### src/rtl/hazard_scoreboard.sv
// In-order pipeline hazard controller: pending-destination scoreboard, data/load-use stalls,
// forwarding selects and control-hazard handling. Optional macro: HAZARD_SCOREBOARD_FORWARD_EN.
module hazard_scoreboard #(
    parameter int NREG          = 32,
    parameter int AW            = 5,
    parameter int DEPTH         = 3,
    parameter int LOAD_STAGE    = 2,
    parameter int RESOLVE_STAGE = 2,
    parameter int PREDICT       = 0,
    parameter int CW            = 16
) (
    input  logic                         clk,
    input  logic                         rst_n,
    input  logic                         id_valid,
    input  logic [AW-1:0]                id_rs,
    input  logic [AW-1:0]                id_rt,
    input  logic                         id_use_rs,
    input  logic                         id_use_rt,
    input  logic                         id_wr,
    input  logic [AW-1:0]                id_rd,
    input  logic                         id_load,
    input  logic                         id_ctrl,
    input  logic                         redirect,
    output logic                         stall,
    output logic                         bubble,
    output logic                         fetch_nop,
    output logic                         flush,
    output logic [$clog2(DEPTH+1)-1:0]   fwd_a,
    output logic [$clog2(DEPTH+1)-1:0]   fwd_b,
    output logic                         ctrl_pending,
    output logic [CW-1:0]                stall_cnt
);

    localparam int FW  = $clog2(DEPTH + 1);
    localparam int CTW = $clog2(RESOLVE_STAGE + 1);

    // Register 0 is hardwired zero, so it never produces or consumes a hazard.
    function automatic logic reg_live(input logic [AW-1:0] idx);
        return (idx != {AW{1'b0}}) && (32'(idx) < NREG);
    endfunction

    logic            v_r  [1:DEPTH];
    logic [AW-1:0]   rd_r [1:DEPTH];
    logic            ld_r [1:DEPTH];
    logic [CTW-1:0]  ctrl_cnt_r;
    logic [CTW-1:0]  ctrl_cnt_nxt_s;
    logic [CW-1:0]   stall_cnt_r;

    logic            use_a_s;
    logic            use_b_s;
    logic            hit_a_s;
    logic            hit_b_s;
    logic [FW-1:0]   k_a_s;
    logic [FW-1:0]   k_b_s;
    logic            ld_a_s;
    logic            ld_b_s;
    logic            lu_a_s;
    logic            lu_b_s;
    logic            data_stall_s;
    logic [FW-1:0]   fwd_a_s;
    logic [FW-1:0]   fwd_b_s;
    logic            flush_s;
    logic            stall_s;
    logic            pend_s;
    logic            fetch_nop_s;
    logic            load_s;
    logic            issue_s;
    logic            lost_s;

    assign use_a_s = id_valid & id_use_rs & reg_live(id_rs);
    assign use_b_s = id_valid & id_use_rt & reg_live(id_rt);

    // Youngest-match search per source: scan oldest to youngest so the lowest stage wins.
    always_comb begin
        hit_a_s = 1'b0;
        k_a_s   = {FW{1'b0}};
        ld_a_s  = 1'b0;
        hit_b_s = 1'b0;
        k_b_s   = {FW{1'b0}};
        ld_b_s  = 1'b0;
        for (int k = DEPTH; k >= 1; k--) begin
            hit_a_s = hit_a_s | (use_a_s & v_r[k] & (rd_r[k] == id_rs));
            k_a_s   = (use_a_s & v_r[k] & (rd_r[k] == id_rs)) ? FW'(k) : k_a_s;
            ld_a_s  = (use_a_s & v_r[k] & (rd_r[k] == id_rs)) ? ld_r[k] : ld_a_s;
            hit_b_s = hit_b_s | (use_b_s & v_r[k] & (rd_r[k] == id_rt));
            k_b_s   = (use_b_s & v_r[k] & (rd_r[k] == id_rt)) ? FW'(k) : k_b_s;
            ld_b_s  = (use_b_s & v_r[k] & (rd_r[k] == id_rt)) ? ld_r[k] : ld_b_s;
        end
    end

    // Stall decision and forwarding selects for the configured forwarding mode.
    always_comb begin
        lu_a_s       = hit_a_s & ld_a_s & (32'(k_a_s) < LOAD_STAGE);
        lu_b_s       = hit_b_s & ld_b_s & (32'(k_b_s) < LOAD_STAGE);
        data_stall_s = 1'b0;
        fwd_a_s      = {FW{1'b0}};
        fwd_b_s      = {FW{1'b0}};
`ifdef HAZARD_SCOREBOARD_FORWARD_EN
        data_stall_s = lu_a_s | lu_b_s;
        if (hit_a_s && !lu_a_s) begin
            fwd_a_s = k_a_s;
        end else begin
            fwd_a_s = {FW{1'b0}};
        end
        if (hit_b_s && !lu_b_s) begin
            fwd_b_s = k_b_s;
        end else begin
            fwd_b_s = {FW{1'b0}};
        end
`else
        // Without bypass paths, any pending producer blocks ID until it retires.
        data_stall_s = hit_a_s | hit_b_s | lu_a_s | lu_b_s;
`endif
    end

    assign flush_s     = (PREDICT != 0) & redirect & rst_n;
    assign stall_s     = data_stall_s & ~flush_s;
    assign pend_s      = (ctrl_cnt_r != {CTW{1'b0}});
    assign fetch_nop_s = (PREDICT == 0) & pend_s;
    assign load_s      = id_valid & id_wr & reg_live(id_rd) & ~stall_s & ~flush_s;
    assign issue_s     = id_valid & id_ctrl & ~stall_s & ~flush_s;
    assign lost_s      = stall_s | fetch_nop_s | flush_s;

    // Scoreboard shift; a flush kills the entries younger than the resolving branch.
    always_ff @(posedge clk or negedge rst_n) begin
        if (!rst_n) begin
            for (int k = 1; k <= DEPTH; k++) begin
                v_r[k]  <= 1'b0;
                rd_r[k] <= {AW{1'b0}};
                ld_r[k] <= 1'b0;
            end
        end else begin
            v_r[1]  <= load_s;
            rd_r[1] <= id_rd;
            ld_r[1] <= id_load;
            for (int k = 1; k < DEPTH; k++) begin
                v_r[k+1]  <= v_r[k] & ~(flush_s & (k < RESOLVE_STAGE));
                rd_r[k+1] <= rd_r[k];
                ld_r[k+1] <= ld_r[k];
            end
        end
    end

    // Control-transfer countdown: loaded at issue, cleared early by a redirect.
    always_comb begin
        ctrl_cnt_nxt_s = ctrl_cnt_r;
        if (redirect) begin
            ctrl_cnt_nxt_s = {CTW{1'b0}};
        end else if (issue_s) begin
            ctrl_cnt_nxt_s = CTW'(RESOLVE_STAGE);
        end else if (pend_s) begin
            ctrl_cnt_nxt_s = ctrl_cnt_r - CTW'(1'b1);
        end else begin
            ctrl_cnt_nxt_s = ctrl_cnt_r;
        end
    end

    // Control counter register.
    always_ff @(posedge clk or negedge rst_n) begin
        if (!rst_n) begin
            ctrl_cnt_r <= {CTW{1'b0}};
        end else begin
            ctrl_cnt_r <= ctrl_cnt_nxt_s;
        end
    end

    // Saturating lost-cycle counter.
    always_ff @(posedge clk or negedge rst_n) begin
        if (!rst_n) begin
            stall_cnt_r <= {CW{1'b0}};
        end else if (lost_s && (stall_cnt_r != {CW{1'b1}})) begin
            stall_cnt_r <= stall_cnt_r + CW'(1'b1);
        end else begin
            stall_cnt_r <= stall_cnt_r;
        end
    end

    assign stall        = stall_s;
    assign bubble       = stall_s;
    assign fetch_nop    = fetch_nop_s;
    assign flush        = flush_s;
    assign fwd_a        = fwd_a_s;
    assign fwd_b        = fwd_b_s;
    assign ctrl_pending = pend_s;
    assign stall_cnt    = stall_cnt_r;

endmodule

### config.mk
export PLATFORM = sky130hd
export DESIGN_NAME = hazard_scoreboard
export DESIGN_NICKNAME = d
export VERILOG_FILES = /design/src/rtl/hazard_scoreboard.sv
export SDC_FILE = /design/constraint.sdc
export NUM_CORES = 1
export LEC_CHECK = 0
export ABC_AREA = 0
export CAP_MARGIN = 30
export CORE_MARGIN = 2
export CORE_UTILIZATION = 43
export CTS_CLUSTER_DIAMETER = 200
export DETAILED_ROUTE_END_ITERATION = 10
export PLACE_DENSITY = 0.8
export SLEW_MARGIN = 20
export SYNTH_ARGS = -nofsm -noshare
export SYNTH_HDL_FRONTEND = slang
export SYNTH_SLANG_ARGS = --single-unit
### constraint.sdc
create_clock -name clk -period 2.1 [get_ports clk]
set_input_delay 0.525 -clock clk [delete_from_list [all_inputs] [get_ports clk]]
set_output_delay 0.525 -clock clk [all_outputs]
set_load 0.01 [all_outputs]
# Word level (Yosys, flattened, before mapping)

Cells that the tools add are included.

Register bits after elaboration: 39
Bits in latches: 0
Memory bits (writable): 0
ROM bits: 0
Bits of input ports: 24
Output and inout port bits: 25
Word-level logic and storage cells: 77
Memories kept: 0

$add $sub $neg: 2
Multipliers: 0
Divide/modulo/power cells: 0
$lt $le $gt $ge: 2
Equal/unequal tests: 7
Shifts and indexed selects: 0
Multiplexer cells: 15
Bitwise operators: 34
Reduce and logical (&&, ||, !) cells: 6

Operator list:

| operator                | count |
|---|---|
| $eq A5 B5 Y1            | 6 |
| $and A1 B1 Y1           | 25 |
| $mux W2                 | 9 |
| $add A16 B1 Y16 const B | 1 |
| $ne A16 B16 Y1 const B  | 1 |
| $reduce_bool A5 Y1      | 3 |
| $or A1 B1 Y1            | 8 |
| $mux W1                 | 6 |
| $lt A2 B2 Y1 const B    | 2 |
| $reduce_bool A3 Y1      | 1 |
| $reduce_bool A2 Y1      | 1 |
| $sub A2 B1 Y2 const B   | 1 |
| $logic_and A1 B1 Y1     | 1 |
| $not A1 Y1              | 1 |

# Longest topological paths before layout

Word-level depth: 15
Gate-level depth with buffers: 8
Gate-level depth less buffers: 7

# Worst setup path after synthesis

Ideal clock, no wire load.

Kind: input-to-output
From: input id_rs[1]
To: output stall
Data arrival time: 1749 ps
Data required time: 1575 ps
Setup slack: -174 ps
Cell stages on the path: 6
Buffers on the path: 1
Path through: or4_1 -> o211ai_1 -> a31o_2 -> and2_1 -> inv_1 -> buf_4

Word-level cells in the longest chain between the ends: 11
Elaborated cells between the ends (all ways): 25
Those cells by class: order compare (1); eq/ne (3); mux (6); bitwise (14); reduce/logical (1)

Ends and longest elaborated chain:

| item                                             | line       | text |
|---|---|---|
| from (decl)                                      | 15         | `input logic [AW-1:0] id_rs,` |
| $reduce_bool A5 Y1                               | 39         | `return (idx != {AW{1'b0}}) && (32'(idx) < NREG);` |
| $and A1 B1 Y1                                    | 70         | `assign use_a_s = id_valid & id_use_rs & reg_live(id_rs);` |
| $and A1 B1 Y1 (2 in series)                      | 82, 83, 84 |  |
| $mux W2 or $mux W1 (tied branches) (3 in series) | 83, 84     |  |
| $lt A2 B2 Y1 or $and A1 B1 Y1 (tied branches)    | 93         | `lu_a_s = hit_a_s & ld_a_s & (32'(k_a_s) < LOAD_STAGE);` |
| $and A1 B1 Y1                                    | 93         |  |
| $or A1 B1 Y1 * (2 in series)                     | 112        | `data_stall_s = hit_a_s \| hit_b_s \| lu_a_s \| lu_b_s;` |
| to (decl)                                        | 24         | `output logic stall,` |

Every way passes the cells marked *; elsewhere a longest branch is shown, timed or not.

# Worst setup path after layout

From: register rd_r[0] (netlist name)
To: output bubble

Word-level cells in the longest chain between the ends: 9
Elaborated cells between the ends (all ways): 29
Those cells by class: order compare (2); eq/ne (2); mux (12); bitwise (13)

Ends and longest elaborated chain:

| item                                             | line       | text |
|---|---|---|
| from (decl)                                      | 43         | `logic [AW-1:0] rd_r [1:DEPTH];` |
| from (signal, indexed assignment)                | 129        | `rd_r[k] <= {AW{1'b0}};` |
| from (signal, indexed assignment)                | 138        | `rd_r[k+1] <= rd_r[k];` |
| $eq A5 B5 Y1                                     | 82, 83, 84 |  |
| $and A1 B1 Y1                                    | 82, 83, 84 |  |
| $mux W2 or $mux W1 (tied branches) (3 in series) | 83, 84     |  |
| $lt A2 B2 Y1 or $and A1 B1 Y1 (tied branches)    | 93         |  |
| $and A1 B1 Y1                                    | 93         |  |
| $or A1 B1 Y1                                     | 112        |  |
| $or A1 B1 Y1 *                                   | 112        |  |
| to (decl)                                        | 25         | `output logic bubble,` |

Marked as above.

==> flow_summary.toml <==
[run_status]
outcome = "finished, violations left"
violations = "negative setup slack"

[clock_tree]
cts_tree = "done"
h-tree-depth = 2
clock_latency_ns = 0.29
numCtsBuffers = 5
root_buffer = "clkbuf_8"
cts.path.max_buffers = 2
clock_sinks = 36
clk_pin_slew_ns = 0.07

[floorplanning]
die_width_microns = 68.9
rows = 23
fp.dieArea_sq_um = 4740
initial_core_util_pct = 44.9
core-area_sq_um = 4030
die_h_microns = 68.9
io_pins = 49

[cells_and_area]
layout_commonest_cell = "dfrtp_1"
finalNetCount = 255
finalCoreUtilization_pct = 63.2
areaGrowthSynthToFinish_pct = 40.7
layout-drive-gt1-share_pct = 23.9
nFillCells = 334
final_cell_mix = "36 x dfrtp_1, 30 x clkdlybuf4s50_1, 24 x xor2_1"
n_antenna_cell = 0

[sta]
hold_viol = 0
fmax_mhz = 425
setup_ws_ns = -0.252
grt_setup_unrepaired = "true"
fin_skew_ns = 0.00633
drv_slew = 0
setup_tns_ns = -0.504
fin_crit_sh_pct = 112
holdWs_ns = 0.433
finalSetupViolCount = 2
post-route-min-period_ns = 2.35

[placed_design]
place.gp.congestion = 0.900
place_ws_ns = -1.12
hpwl_microns = 3180
io_buffer_count = 42

[logic_synthesis]
syn_area_sq_um = 1810
yosysWarningCount = 0
synth-seq-cells = 36
syn_avg_cell_area_sq_um = 11.2
yosysSeqAreaShare_pct = 49.8
yosys.area.top_type = "dfrtp_1"
synth_top_area_share_pct = 49.8
synth_cells = 162
synthTopCellsByArea = "dfrtp_1 50%, xor2_1 12%, xnor2_1 9.7%"
synthDistinctLibCells = 26

[critical_path]
crit_path_end = "bubble"
cp-end-kind = "output pin"
reg2regPathDepth = 9
rrSetupSlack_ns = 0.11
reg2reg_to = "stall_cnt[13]$_DFFE_PN0P_"
path_max_fanout = 2
crit_path_start = "rd_r[0]$_DFF_PN0_"
r2r-start = "rd_r[0]$_DFF_PN0_"
critPathLaunchType = "register"
crit_arrival_ns = 1.83
cp.required_ns = 1.57
worst-setup-path-type = "register to output pin"

[route]
route.detailed.drc = 0
viasPerCell = 5.16
first_iter_violations = 72
drt_first_pass_iters = 4
num_vias = 1445
totalWireLength_microns = 4140
drtAntennaViolNets = 0
wl_per_cell_microns = 14.8

[grt]
grt_pass1_wl_microns = 6640
grt_pass1_vias = 1409
antenna_found_initial = 0
grt_start_max_net_pins = 37
track_usage_pct = 19.3
grt_overflow_total = 0

[power]
total_leakage_power_nw = 1.10
ir_worst_vdd_v = 0.000562
power.density_nw_per_um2 = 858

[job]
drv_cap = 0

[worst_hold_path]
hold_path_class = "register to register"
registers in the layout (all words and copies together) (netlist names):
register,count
stall_cnt,16
v_r,3
ctrl_cnt_r,2
rd_r,15
kinds of logic (layout without fill, tap and decap cells):
kind of cell	count (synthesis)	after routing	synth area share (%)
AOI/OAI and AO/OA	8	8	3.46
xor gates and xnor gates	45	45	21.8
adders and majority gates	2	2	1.38
buffers and inverters	14	78	4.84
DFF	36	36	49.8
muxes	2	2	1.18
other	1	5	0.207
and+or+nand+nor	54	54	17.4
worst min-delay path by stage:
stage	slack [ns]	cells after the start	from	to
5_1_grt	0.45	0	v_r[1]$_DFF_PN0_	v_r[0]$_DFF_PN0_
3_5_place_dp	0.41	0	v_r[2]$_DFF_PN0_	v_r[1]$_DFF_PN0_
2_1_floorplan	0.23	0	rst_n	ctrl_cnt_r[0]$_DFFE_PN0P_
3_3_place_gp	0.40	0	v_r[2]$_DFF_PN0_	v_r[1]$_DFF_PN0_
6_report	0.43	0	v_r[2]$_DFF_PN0_	v_r[1]$_DFF_PN0_
4_1_cts	0.43	0	v_r[2]$_DFF_PN0_	v_r[1]$_DFF_PN0_
area by class of cell:
| class | count | area, sq um | share of cell area [%] |
|---|---|---|---|
| sequential | 36 | 901 | 35.4 |
| multi-input combinational | 116 | 888 | 34.9 |
| timing repair buffer | 65 | 574 | 22.6 |
| clock buffer | 6 | 82.6 | 3.24 |
| tap | 50 | 62.6 | 2.46 |
| inverter | 5 | 21.3 | 0.836 |
| clock inverter | 2 | 15.0 | 0.590 |
critical path, cell delays in order, from the launching register on:
cell     delay, ns
dfrtp_1       0.42
xor2_1        0.17
nor4_2        0.27
nand3_1       0.11
a31o_2        0.26
and2_4        0.17
inv_4         0.05
buf_6         0.09
repair_timing:
action | 4_1_cts | 5_1_grt
resized for setup | 48 | 9
hold buffers | 0 | 0
setup buffers | 2 | 2
setup endpoints to repair | 23 | 19
pin swaps | 17 | 16
hold endpoints to repair | 0 | 0
power by group:
group	switching (mW)	total, mW	internal [mW]
Clock	0.248	0.513	0.265
Sequential	0.100	0.889	0.789
Combinational	0.349	0.781	0.432
cell usage after synthesis:
cell,instances
a21oi_1,2
o2111a_1,1
ha_1,2
nand3_1,16
mux2_2,1
nand4_1,8
buf_6,1
nor2_1,4
nand2_1,3
nand3_4,1
a311oi_1,1
mux2i_1,1
nor3_1,1
dfrtp_1,36
o211ai_1,2
and3_1,9
xnor2_1,20
conb_1,1
nor4_1,6
and2_1,3
a31o_2,2
inv_1,5
xor2_1,25
buf_4,7
or4_1,3
buf_2,1
layer usage:
metal	GRT usage (%)	up-vias	part of all wire [%]
met3	3.08	11	4.6
met5	0	-	0
met1	25.1	698	43
met2	32.3	49	49
li1	-	687	-
met4	7.60	0	2.9
stage by stage:
step	cell area [sq um]	total power, mW	std cells
detailed placement	2390	1.63	269
global route	2540	2.31	280
CTS	2490	2.16	278
floorplan	1830	1.29	166
global placement	2390	1.60	269
finish	2540	2.18	280
Power figures use the tool's default switching activity.
